`src/rtl/rom_ctrl_pkg.sv`:
```
// rom_ctrl_pkg: shared widths, FSM states and phase timing for the ROM read controller
package rom_ctrl_pkg;

    localparam int ROM_AW = 15;
    localparam int ROM_DW = 8;
    localparam int LEN_W  = 4;
    localparam int CNT_W  = 8;

    typedef enum logic [2:0] {
        IDLE    = 3'd0,
        SETUP   = 3'd1,
        STROBE  = 3'd2,
        HOLDOFF = 3'd3,
        CAPTURE = 3'd4,
        RECOV   = 3'd5
    } state_t;

    // Number of cycles spent in a state; IDLE and CAPTURE are single-cycle phases.
    function automatic logic [CNT_W-1:0] phase_len(input state_t s, input int ad_setup,
                                                   input int cs_high, input int access,
                                                   input int cs_low);
        return CNT_W'(s == SETUP   ? ad_setup :
                      s == STROBE  ? cs_high :
                      s == HOLDOFF ? access - cs_high :
                      s == RECOV   ? cs_low : 1);
    endfunction

endpackage

```
`src/rtl/rom_ctrl_timer.sv`:
```
// rom_ctrl_timer: loadable down-counter pacing each FSM phase
module rom_ctrl_timer import rom_ctrl_pkg::*; (
    input  logic             clk,
    input  logic             rst,
    input  logic             load,
    input  logic [CNT_W-1:0] load_val,
    output logic             done
);

    logic [CNT_W-1:0] cnt;

    // reload on state entry, otherwise count down and park at zero
    always_ff @(posedge clk or posedge rst)
        if (rst)
            cnt <= '0;
        else
            cnt <= load ? load_val : (cnt != '0 ? cnt - CNT_W'(1) : cnt);

    assign done = cnt == '0;

endmodule

```
`src/rtl/rom_read_ctrl.sv`:
```
// rom_read_ctrl: clocked initiator sequencing dirom NRST/AD/CS/EN for single and burst reads
module rom_read_ctrl import rom_ctrl_pkg::*; #(
    parameter int AD_SETUP_CYC = 1,
    parameter int CS_HIGH_CYC  = 2,
    parameter int ACCESS_CYC   = 3,
    parameter int CS_LOW_CYC   = 1
) (
    input  logic              CLK,
    input  logic              RST,
    input  logic              REQ_VALID,
    output logic              REQ_READY,
    input  logic [ROM_AW-1:0] REQ_ADDR,
    input  logic [LEN_W-1:0]  REQ_LEN,
    output logic              RVALID,
    output logic [ROM_DW-1:0] RDATA,
    output logic              RLAST,
    output logic              BUSY,
    output logic              ROM_NRST,
    output logic              ROM_CS,
    output logic              ROM_EN,
    output logic [ROM_AW-1:0] ROM_AD,
    input  logic [ROM_DW-1:0] ROM_DO
);

    if (AD_SETUP_CYC < 1 || CS_HIGH_CYC < 1 || ACCESS_CYC < CS_HIGH_CYC || CS_LOW_CYC < 1) begin : g_bad_timing
        $error("rom_read_ctrl: invalid timing parameters");
    end

    state_t           state, state_nxt;
    logic [LEN_W-1:0] remaining;
    logic [CNT_W-1:0] load_val;
    logic             accept, phase_done, last_byte;

    assign accept    = REQ_VALID & REQ_READY;
    assign last_byte = remaining == '0;
    assign BUSY      = state != IDLE;
    assign load_val  = phase_len(state_nxt, AD_SETUP_CYC, CS_HIGH_CYC, ACCESS_CYC, CS_LOW_CYC) - CNT_W'(1);

    rom_ctrl_timer u_timer (
        .clk      (CLK),
        .rst      (RST),
        .load     (state_nxt != state),
        .load_val (load_val),
        .done     (phase_done)
    );

    // advance when the phase timer expires; HOLDOFF vanishes when access equals the strobe width
    always_comb
        state_nxt = state == IDLE    ? (accept ? SETUP : IDLE) :
                    !phase_done      ? state :
                    state == SETUP   ? STROBE :
                    state == STROBE  ? (ACCESS_CYC > CS_HIGH_CYC ? HOLDOFF : CAPTURE) :
                    state == HOLDOFF ? CAPTURE :
                    state == CAPTURE ? RECOV :
                    last_byte        ? IDLE : SETUP;

    // pins and handshake are registered from the upcoming state so they change with it
    always_ff @(posedge CLK or posedge RST)
        if (RST) begin
            state     <= IDLE;
            remaining <= '0;
            ROM_NRST  <= 1'b0;
            ROM_CS    <= 1'b0;
            ROM_EN    <= 1'b1;
            ROM_AD    <= '0;
            REQ_READY <= 1'b0;
            RVALID    <= 1'b0;
            RLAST     <= 1'b0;
            RDATA     <= '0;
        end else begin
            state     <= state_nxt;
            ROM_NRST  <= 1'b1;
            REQ_READY <= ROM_NRST && state == IDLE && state_nxt == IDLE;
            ROM_CS    <= state_nxt == STROBE;
            ROM_EN    <= !(state_nxt inside {STROBE, HOLDOFF, CAPTURE});
            RVALID    <= state == CAPTURE;
            RLAST     <= state == CAPTURE && last_byte;
            if (state == CAPTURE)
                RDATA <= ROM_DO;
            if (accept) begin
                ROM_AD    <= REQ_ADDR;
                remaining <= REQ_LEN;
            end else if (state == RECOV && state_nxt == SETUP) begin
                ROM_AD    <= ROM_AD + ROM_AW'(1);
                remaining <= remaining - LEN_W'(1);
            end
        end

endmodule

```
`config.mk`:
```
export PLATFORM = sky130hd
export DESIGN_NAME = rom_read_ctrl
export DESIGN_NICKNAME = d
export VERILOG_FILES = /design/src/rtl/rom_ctrl_pkg.sv /design/src/rtl/rom_ctrl_timer.sv /design/src/rtl/rom_read_ctrl.sv
export SDC_FILE = /design/constraint.sdc
export NUM_CORES = 1
export LEC_CHECK = 0
export BUFFER_PORTS_ARGS = -buffer_cell sky130_fd_sc_hd__buf_2
export CELL_PAD_IN_SITES_DETAIL_PLACEMENT = 1
export CELL_PAD_IN_SITES_GLOBAL_PLACEMENT = 2
export CORE_MARGIN = 5
export CORE_UTILIZATION = 34
export DETAILED_ROUTE_END_ITERATION = 16
export PLACE_DENSITY_LB_ADDON = 0.1
export SLEW_MARGIN = 20
export SYNTH_ARGS = -nofsm -noshare
export SYNTH_HDL_FRONTEND = slang
export SYNTH_HIERARCHICAL = 1
export SYNTH_SLANG_ARGS = --single-unit
```
`constraint.sdc`:
```
create_clock -name CLK -period 5.51 [get_ports CLK]
set_input_delay 0.2755 -clock CLK [delete_from_list [all_inputs] [get_ports CLK]]
set_output_delay 0.2755 -clock CLK [all_outputs]
set_load 0.01 [all_outputs]
```
==> results of run 1 <==
==> routing by layer <==
metal	global-route usage (%)	up-vias	wire (µm)
li1	-	1002	-
met1	18.1	1000	2670
met2	22.8	39	2690
met3	3.22	6	299
met4	4.33	0	72
met5	0	-	0
==> worst paths after layout <==
check,from,endpoint,cells past startpoint
setup / recovery,u_timer/cnt[0],ROM_AD[11],8
hold / removal,REQ_ADDR[8],ROM_AD[8],3
setup reg to reg,u_timer/cnt[0],ROM_AD[11],8
hold reg to reg,RDATA[2],RDATA[2],1
max in group asynchronous,RST,ROM_EN,4
min in group asynchronous,RST,u_timer/cnt[5],3
==> power groups by stage <==
stage                     sequential, mW  combinational [mW]  clock (mW)
after floorplan                    0.598               0.375           0
after global placement             0.603               0.543           0
after detailed placement           0.603               0.553           0
after CTS                          0.599               0.556       0.273
after global routing               0.629               0.618       0.282
final                              0.597               0.543       0.263
==> layout by cell type, fill, tap and decap left out, drive strengths merged, types with 2 or more instances in the layout <==
cell type  count
conb           8
a211o          4
and2           5
xor2           6
a31oi          6
nor3           9
nand2         24
xnor2          4
o31ai          9
or3            2
o21ai         11
a21oi          5
dfrtp         43
and4           2
mux2i          3
ha             4
nand4         11
clkbuf         6
a22o           2
nor2          17
and3           5
nor3b          2
inv           13
nand3         12
nor2b          2
mux2           9
buf           60
or4            5
nor4           2
==> logic make-up after synthesis <==
| logic type | synth area share (%) |
|---|---|
| AOI/OAI and AO/OA | 12.9 |
| xor gates and xnor gates | 3.69 |
| adders and majority gates | 2.11 |
| buffers and inverters | 4.96 |
| DFF | 46.5 |
| muxes | 5.54 |
| other | 0.317 |
| and+or+nand+nor | 24.1 |
==> synth_stat cells, drive strengths merged, types with 2 or more instances <==
library cell  number
dfrtp             43
or4                5
clkbuf            10
nor2              17
nand2             24
nor3b              2
inv               13
a22o               2
a211o              4
conb               2
nor3               9
o21ai             11
and4               2
nor4               2
and2               5
a21oi              5
o31ai              9
xor2               6
and3               5
nor2b              2
xnor2              4
nand4             11
mux2i              3
or3                2
buf                5
ha                 4
a31oi              6
nand3             12
mux2               9
==> sequential cells by signal (all words and copies together) (netlist names), 3 cells and up <==
| register | flops |
|---|---|
| u_timer/cnt | 8 |
| remaining | 4 |
| state | 3 |
| RDATA | 8 |
| ROM_AD | 15 |
==> repair_timing <==
item,4_1_cts,5_1_grt
hold endpoints to repair,8,0
buffers inserted,0,0
hold buffers,1,0
==> critical path, delay by kind of cell, from the launching register on <==
family                   cells  cell delay [ns]
AO/OA/AOI/OAI                1             0.18
buffers and inverters        1             0.09
flip-flops                   1             0.41
AND/OR/NAND/NOR              5             2.14
adder cells (fa/ha/maj)      1             0.23
==> layout make-up <==
class	instances	area, µm²	share of cell area, %
inverter	13	48.8	1.69
multi-input combinational	182	1170	40.8
sequential	44	1100	38.3
clock inverter	2	38.8	1.35
clock buffer	6	82.6	2.87
timing repair buffer	61	313	10.9
tap	96	120	4.17
==> per-stage QoR <==
step,hold slack (ns),utilization [%]
floorplan,0.0912,-
global placement,0.266,40.5
detailed placement,0.265,40.5
CTS,0.170,42.4
global route,0.173,42.4
finish,0.175,42.4
==> impl_metrics.tcl, run 1 <==
set metrics [dict create \
    finalWirelength_um 5730 \
    clkPwrFrac_pct 18.7 \
    ys_seq_area_share_pct 46.5 \
    area_growth_pct 21.4 \
    async_reset_ff_share_pct 100 \
    internal_power_uw 861 \
    slew_headroom_pct 39.0 \
    grt_pass1_vias 2079 \
    critical_path_class "flop to flop" \
    n_fill_cell 795 \
    synth_edf_count 0 \
    min_period_ns 3.13 \
    final_area_um2 2880 \
    finalWeightedCongestion 0.695 \
    worst_slew_pin_slew_ns 0.915 \
    status "completed" \
    fmax_mhz 320 \
    htree_levels 2 \
    io_buffers 59 \
    hpwl_um 4100 \
    ios 60 \
    ys_ff_latch 44 \
    finalSetupTns_ns 0 \
    skew_ns 0.0114 \
    setup_violations 0 \
    p_sw_share_pct 38.7 \
    synth_top_area_share_pct 45.4 \
    combPwrFrac_pct 38.7 \
    leakagePower_nw 1.32 \
    cts_resized 0 \
    die_y_um 93.5 \
    hold_class "input pin to flop" \
    report.power.total_mw 1.40 \
    overflow 0 \
    hold_viol_final 0 \
    synthFlopType "dfrtp_1" \
    root_buffer "clkbuf_8" \
    rsz0062_at_grt "no" \
    drive_above_1_share_pct 27.6 \
    max_stage_delay_ns 0.61 \
    cp.arrival_ns 3.35 \
    grt_pass1_wl_um 9750 \
    first_iter_violations 48 \
    die_w_um 93.5 \
    vdd_drop_max_mv 0.169 \
    rows 30 \
    core-area_um2 6790 \
    vias 2047 \
    place_ws_ns 2.40 \
    critPathLaunchType "flop" \
    clock_path_buffers 2 \
    initial_core_util_pct 34.9 \
    max_cap_viol_count 0 \
    path_max_fanout 15 \
    worst_ep_required_time_ns 5.73 \
    cts_tree "built" \
    vias_per_cell 5.07 \
    avgSynthCellArea_um2 9.57 \
    min_period_over_period_pct 56.8 \
    syn_inst 248 \
    nets 341 \
    fin_cells 404 \
    syn_area_um2 2370 \
    yosys-top-cells-area "dfrtp_1, mux2_2, nand2_1" \
    drtAntennaViolNets 0 \
    r2r_setup_slack_ns 2.38 \
    dr.pass1.iters 4 \
    crit_path_end_kind "flop" \
    drc 0 \
    cts.sinks 44 \
    synth_area_leader_cell "dfrtp_1" \
    cpMaxStageDelayCell "or4_1" \
    setup_ws_ns 2.38 \
    crit_chain "inv_1, ha_1, or4b_4, nor2_4, and4b_1, nand4_1, or4_1, a31oi_1" \
    cts_made_buffers 5 \
    dp_cells 395 \
    yosysUniqueCellTypes 47 \
    p_sw_uw 543 \
    pwr-share-seq_pct 42.5 \
    grt.total_usage_pct 13.8 \
    yosys_warnings 6 \
    dieArea_um2 8750 \
    wl_per_cell_um 14.2 \
    place_area_um2 2750 \
    insertion_delay_ns 0.30 \
    grt_max_degree 37 \
    antenna_found_initial 0 \
    cellPowerDensity_nw_per_um2 487 \
    clk_pin_slew_ns 0.09 \
    maxSlewViolCount 0 \
    num_antenna_cells 0 \
]
Note: power is estimated with default switching activity, not from simulation.
==> run 2, diff against run 1 <==
--- a/config.mk
+++ b/config.mk
@@ -5,11 +5,12 @@
 export SDC_FILE = /design/constraint.sdc
 export NUM_CORES = 1
 export LEC_CHECK = 0
+export ABC_AREA = 1
 export BUFFER_PORTS_ARGS = -buffer_cell sky130_fd_sc_hd__buf_2
 export CELL_PAD_IN_SITES_DETAIL_PLACEMENT = 1
 export CELL_PAD_IN_SITES_GLOBAL_PLACEMENT = 2
 export CORE_MARGIN = 5
-export CORE_UTILIZATION = 34
+export CORE_UTILIZATION = 26
 export DETAILED_ROUTE_END_ITERATION = 16
 export PLACE_DENSITY_LB_ADDON = 0.1
 export SLEW_MARGIN = 20
==> constraint.sdc (replaced) <==
create_clock -name CLK -period 2.8 [get_ports CLK]
set_input_delay 0.14 -clock CLK [delete_from_list [all_inputs] [get_ports CLK]]
set_output_delay 0.14 -clock CLK [all_outputs]
set_load 0.01 [all_outputs]
==> run 2 against run 1 <==
Effect of this change: die area is 39% higher; count of clock-buffer cells in the layout is 1 lower; critical path depth is 8 higher; setup slack worse by 1.9 ns; synthesized cell count is 50% higher; wire length is 32% higher; critical path type unchanged; critical endpoint is now u_timer/cnt[0].
==> impl_metrics.tcl, run 2 <==
set metrics [dict create \
    die_w_um 110 \
    yosysUniqueCellTypes 29 \
    worst_slew_pin_slew_ns 0.673 \
    synthFlopType "dfrtp_1" \
    dp_cells 570 \
    grt_pass1_vias 2583 \
    antenna_found_initial 0 \
    maxSlewViolCount 0 \
    ios 60 \
    yosys_warnings 6 \
    cts.sinks 44 \
    root_buffer "clkbuf_8" \
    cts_made_buffers 5 \
    synth_edf_count 0 \
    max_cap_viol_count 0 \
    largest_register_ffs 15 \
    initial_core_util_pct 26.7 \
    htree_levels 2 \
    clock_path_buffers 2 \
    layout_common_cells "nand2_1, buf_2, dfrtp_1, inv_1, nand3_1" \
    report.power.total_mw 2.55 \
    hold_class "input pin to flop" \
    skew_ns 0.0108 \
    min_period_ns 2.28 \
    yosysMostFrequentCell "nand2_1" \
    syn_area_um2 2610 \
    avgSynthCellArea_um2 7.00 \
    drc 0 \
    hpwl_um 5840 \
    synth_area_leader_cell "dfrtp_1" \
    status "completed" \
    path_max_fanout 13 \
    worst_ep_required_time_ns 3.00 \
    vias_per_cell 4.37 \
    dieArea_um2 12100 \
    dr.pass1.iters 4 \
    critPathLaunchType "flop" \
    finalWirelength_um 7570 \
    wl_per_cell_um 13.1 \
    yosys-top-cells-area "dfrtp_1, nand2_1, nand3_1" \
    die_y_um 110 \
    final_common_cell "nand2_1" \
    drive_above_1_share_pct 21.3 \
    insertion_delay_ns 0.31 \
    setup_violations 0 \
    cts_tree "built" \
    ys_ff_latch 44 \
    num_antenna_cells 0 \
    grt_pass1_wl_um 12300 \
    cellPowerDensity_nw_per_um2 800 \
    first_iter_violations 69 \
    leakagePower_nw 1.73 \
    vias 2530 \
    drtAntennaViolNets 0 \
    clk_pin_slew_ns 0.10 \
    rsz0062_at_grt "no" \
    grt_max_degree 24 \
    finalSetupTns_ns 0 \
    critical_path_class "flop to flop" \
    area_growth_pct 22.4 \
    cp.arrival_ns 2.48 \
    overflow 0 \
    nets 479 \
    min_period_over_period_pct 81.4 \
    slew_headroom_pct 55.1 \
    reg_top3 "ROM_AD x15, RDATA x8, u_timer/cnt x8" \
    crit_path_end_kind "flop" \
    finalWeightedCongestion 0.763 \
    synth_top_area_share_pct 41.2 \
    syn_inst 373 \
    ys_seq_area_share_pct 42.2 \
    core-area_um2 9770 \
    vdd_drop_max_mv 0.298 \
    grt.total_usage_pct 12.9 \
    rows 36 \
    post_cts_buffers 0 \
    io_buffers 59 \
    n_fill_cell 1300 \
    top_register "ROM_AD" \
    fmax_mhz 439 \
    synthTopCellsByCount "nand2_1, dfrtp_1, inv_1" \
    cts_resized 0 \
    hold_viol_final 0 \
    fin_cells 579 \
    async_reset_ff_share_pct 100 \
]
run 2: cell types whose count changed after synthesis, moves of 11 or more:
cell / change
nand2_1: +135
inv_1: +26
o21ai_0: +15
nand3_1: +18
nor2_1: +11
run 2: cells by family after synthesis:
family | count (synthesis) | share of synthesized area [%]
DFF | 44 | 42.2
and+or+nand+nor | 240 | 39.9
adders and majority gates | 4 | 1.92
xor gates and xnor gates | 3 | 1.01
other | 2 | 0.288
AOI/OAI and AO/OA | 31 | 6.57
buffers and inverters | 49 | 8.10
run 2: routing by layer:
metal	GRT usage, %	part of all wire, %
met1	16.8	46
met2	22.5	50
met3	2.27	3.1
met4	2.90	0.85
met5	0	0
run 2: power by group:
part | internal, mW | total [mW] | switching (mW)
logic | 0.412 | 1.09 | 0.681
clock network | 0.184 | 0.439 | 0.255
registers | 0.847 | 1.02 | 0.176
total | 1.44 | 2.55 | 1.11
run 2: through the flow:
step	util, %	area (µm²)	setup slack (ns)	hold WS [ns]
2_1_floorplan	-	2630	0.660	-0.0443
3_3_place_gp	31.6	3090	0.545	0.129
3_5_place_dp	31.6	3090	0.490	0.135
4_1_cts	32.7	3190	0.467	0.00952
5_1_grt	32.7	3190	0.285	0.00625
6_report	32.7	3190	0.520	0.0174
run 2: area by class of cell:
cell class / count / area, µm² / share of cell area (%)
repair buffers: 67 / 358 / 11.2
flip-flops and latches: 44 / 1100 / 34.5
inverters: 41 / 154 / 4.82
multi-input cells: 286 / 1320 / 41.3
well taps: 133 / 166 / 5.21
clock inverters: 3 / 26.3 / 0.823
clock buffers: 5 / 68.8 / 2.15
run 2: critical path, cell delays in order, from the launching register on:
cell and delay [ns]:
dfrtp_1 0.38, inv_1 0.11, ha_1 0.29, nand2_4 0.10, nor2_8 0.19, nand2_2 0.11
nand3_2 0.09, nand3_2 0.08, nand2_1 0.08, nand2_1 0.11, nand2_1 0.08, nand3_1 0.06
buf_4 0.19, inv_1 0.10, nand2_4 0.07, nand2_1 0.08, o21ai_2 0.05
run 2: what timing repair did:
action                     CTS  global route
hold endpoints to repair    22             0
setup endpoints to repair    0             0
hold buffers                 1             0
run 2: worst paths after layout:
check | cells past startpoint | end | startpoint | slack (ns)
worst min register to register | 2 | RDATA[5] | RDATA[5] | 0.49
min in group asynchronous | 3 | u_timer/cnt[0] | RST | 0.34
worst min-delay path | 3 | RDATA[0] | ROM_DO[0] | 0.02
worst max register to register | 16 | u_timer/cnt[0] | u_timer/cnt[0] | 0.52
max in group asynchronous | 4 | ROM_EN | RST | 1.64
worst max-delay path | 16 | u_timer/cnt[0] | u_timer/cnt[0] | 0.52
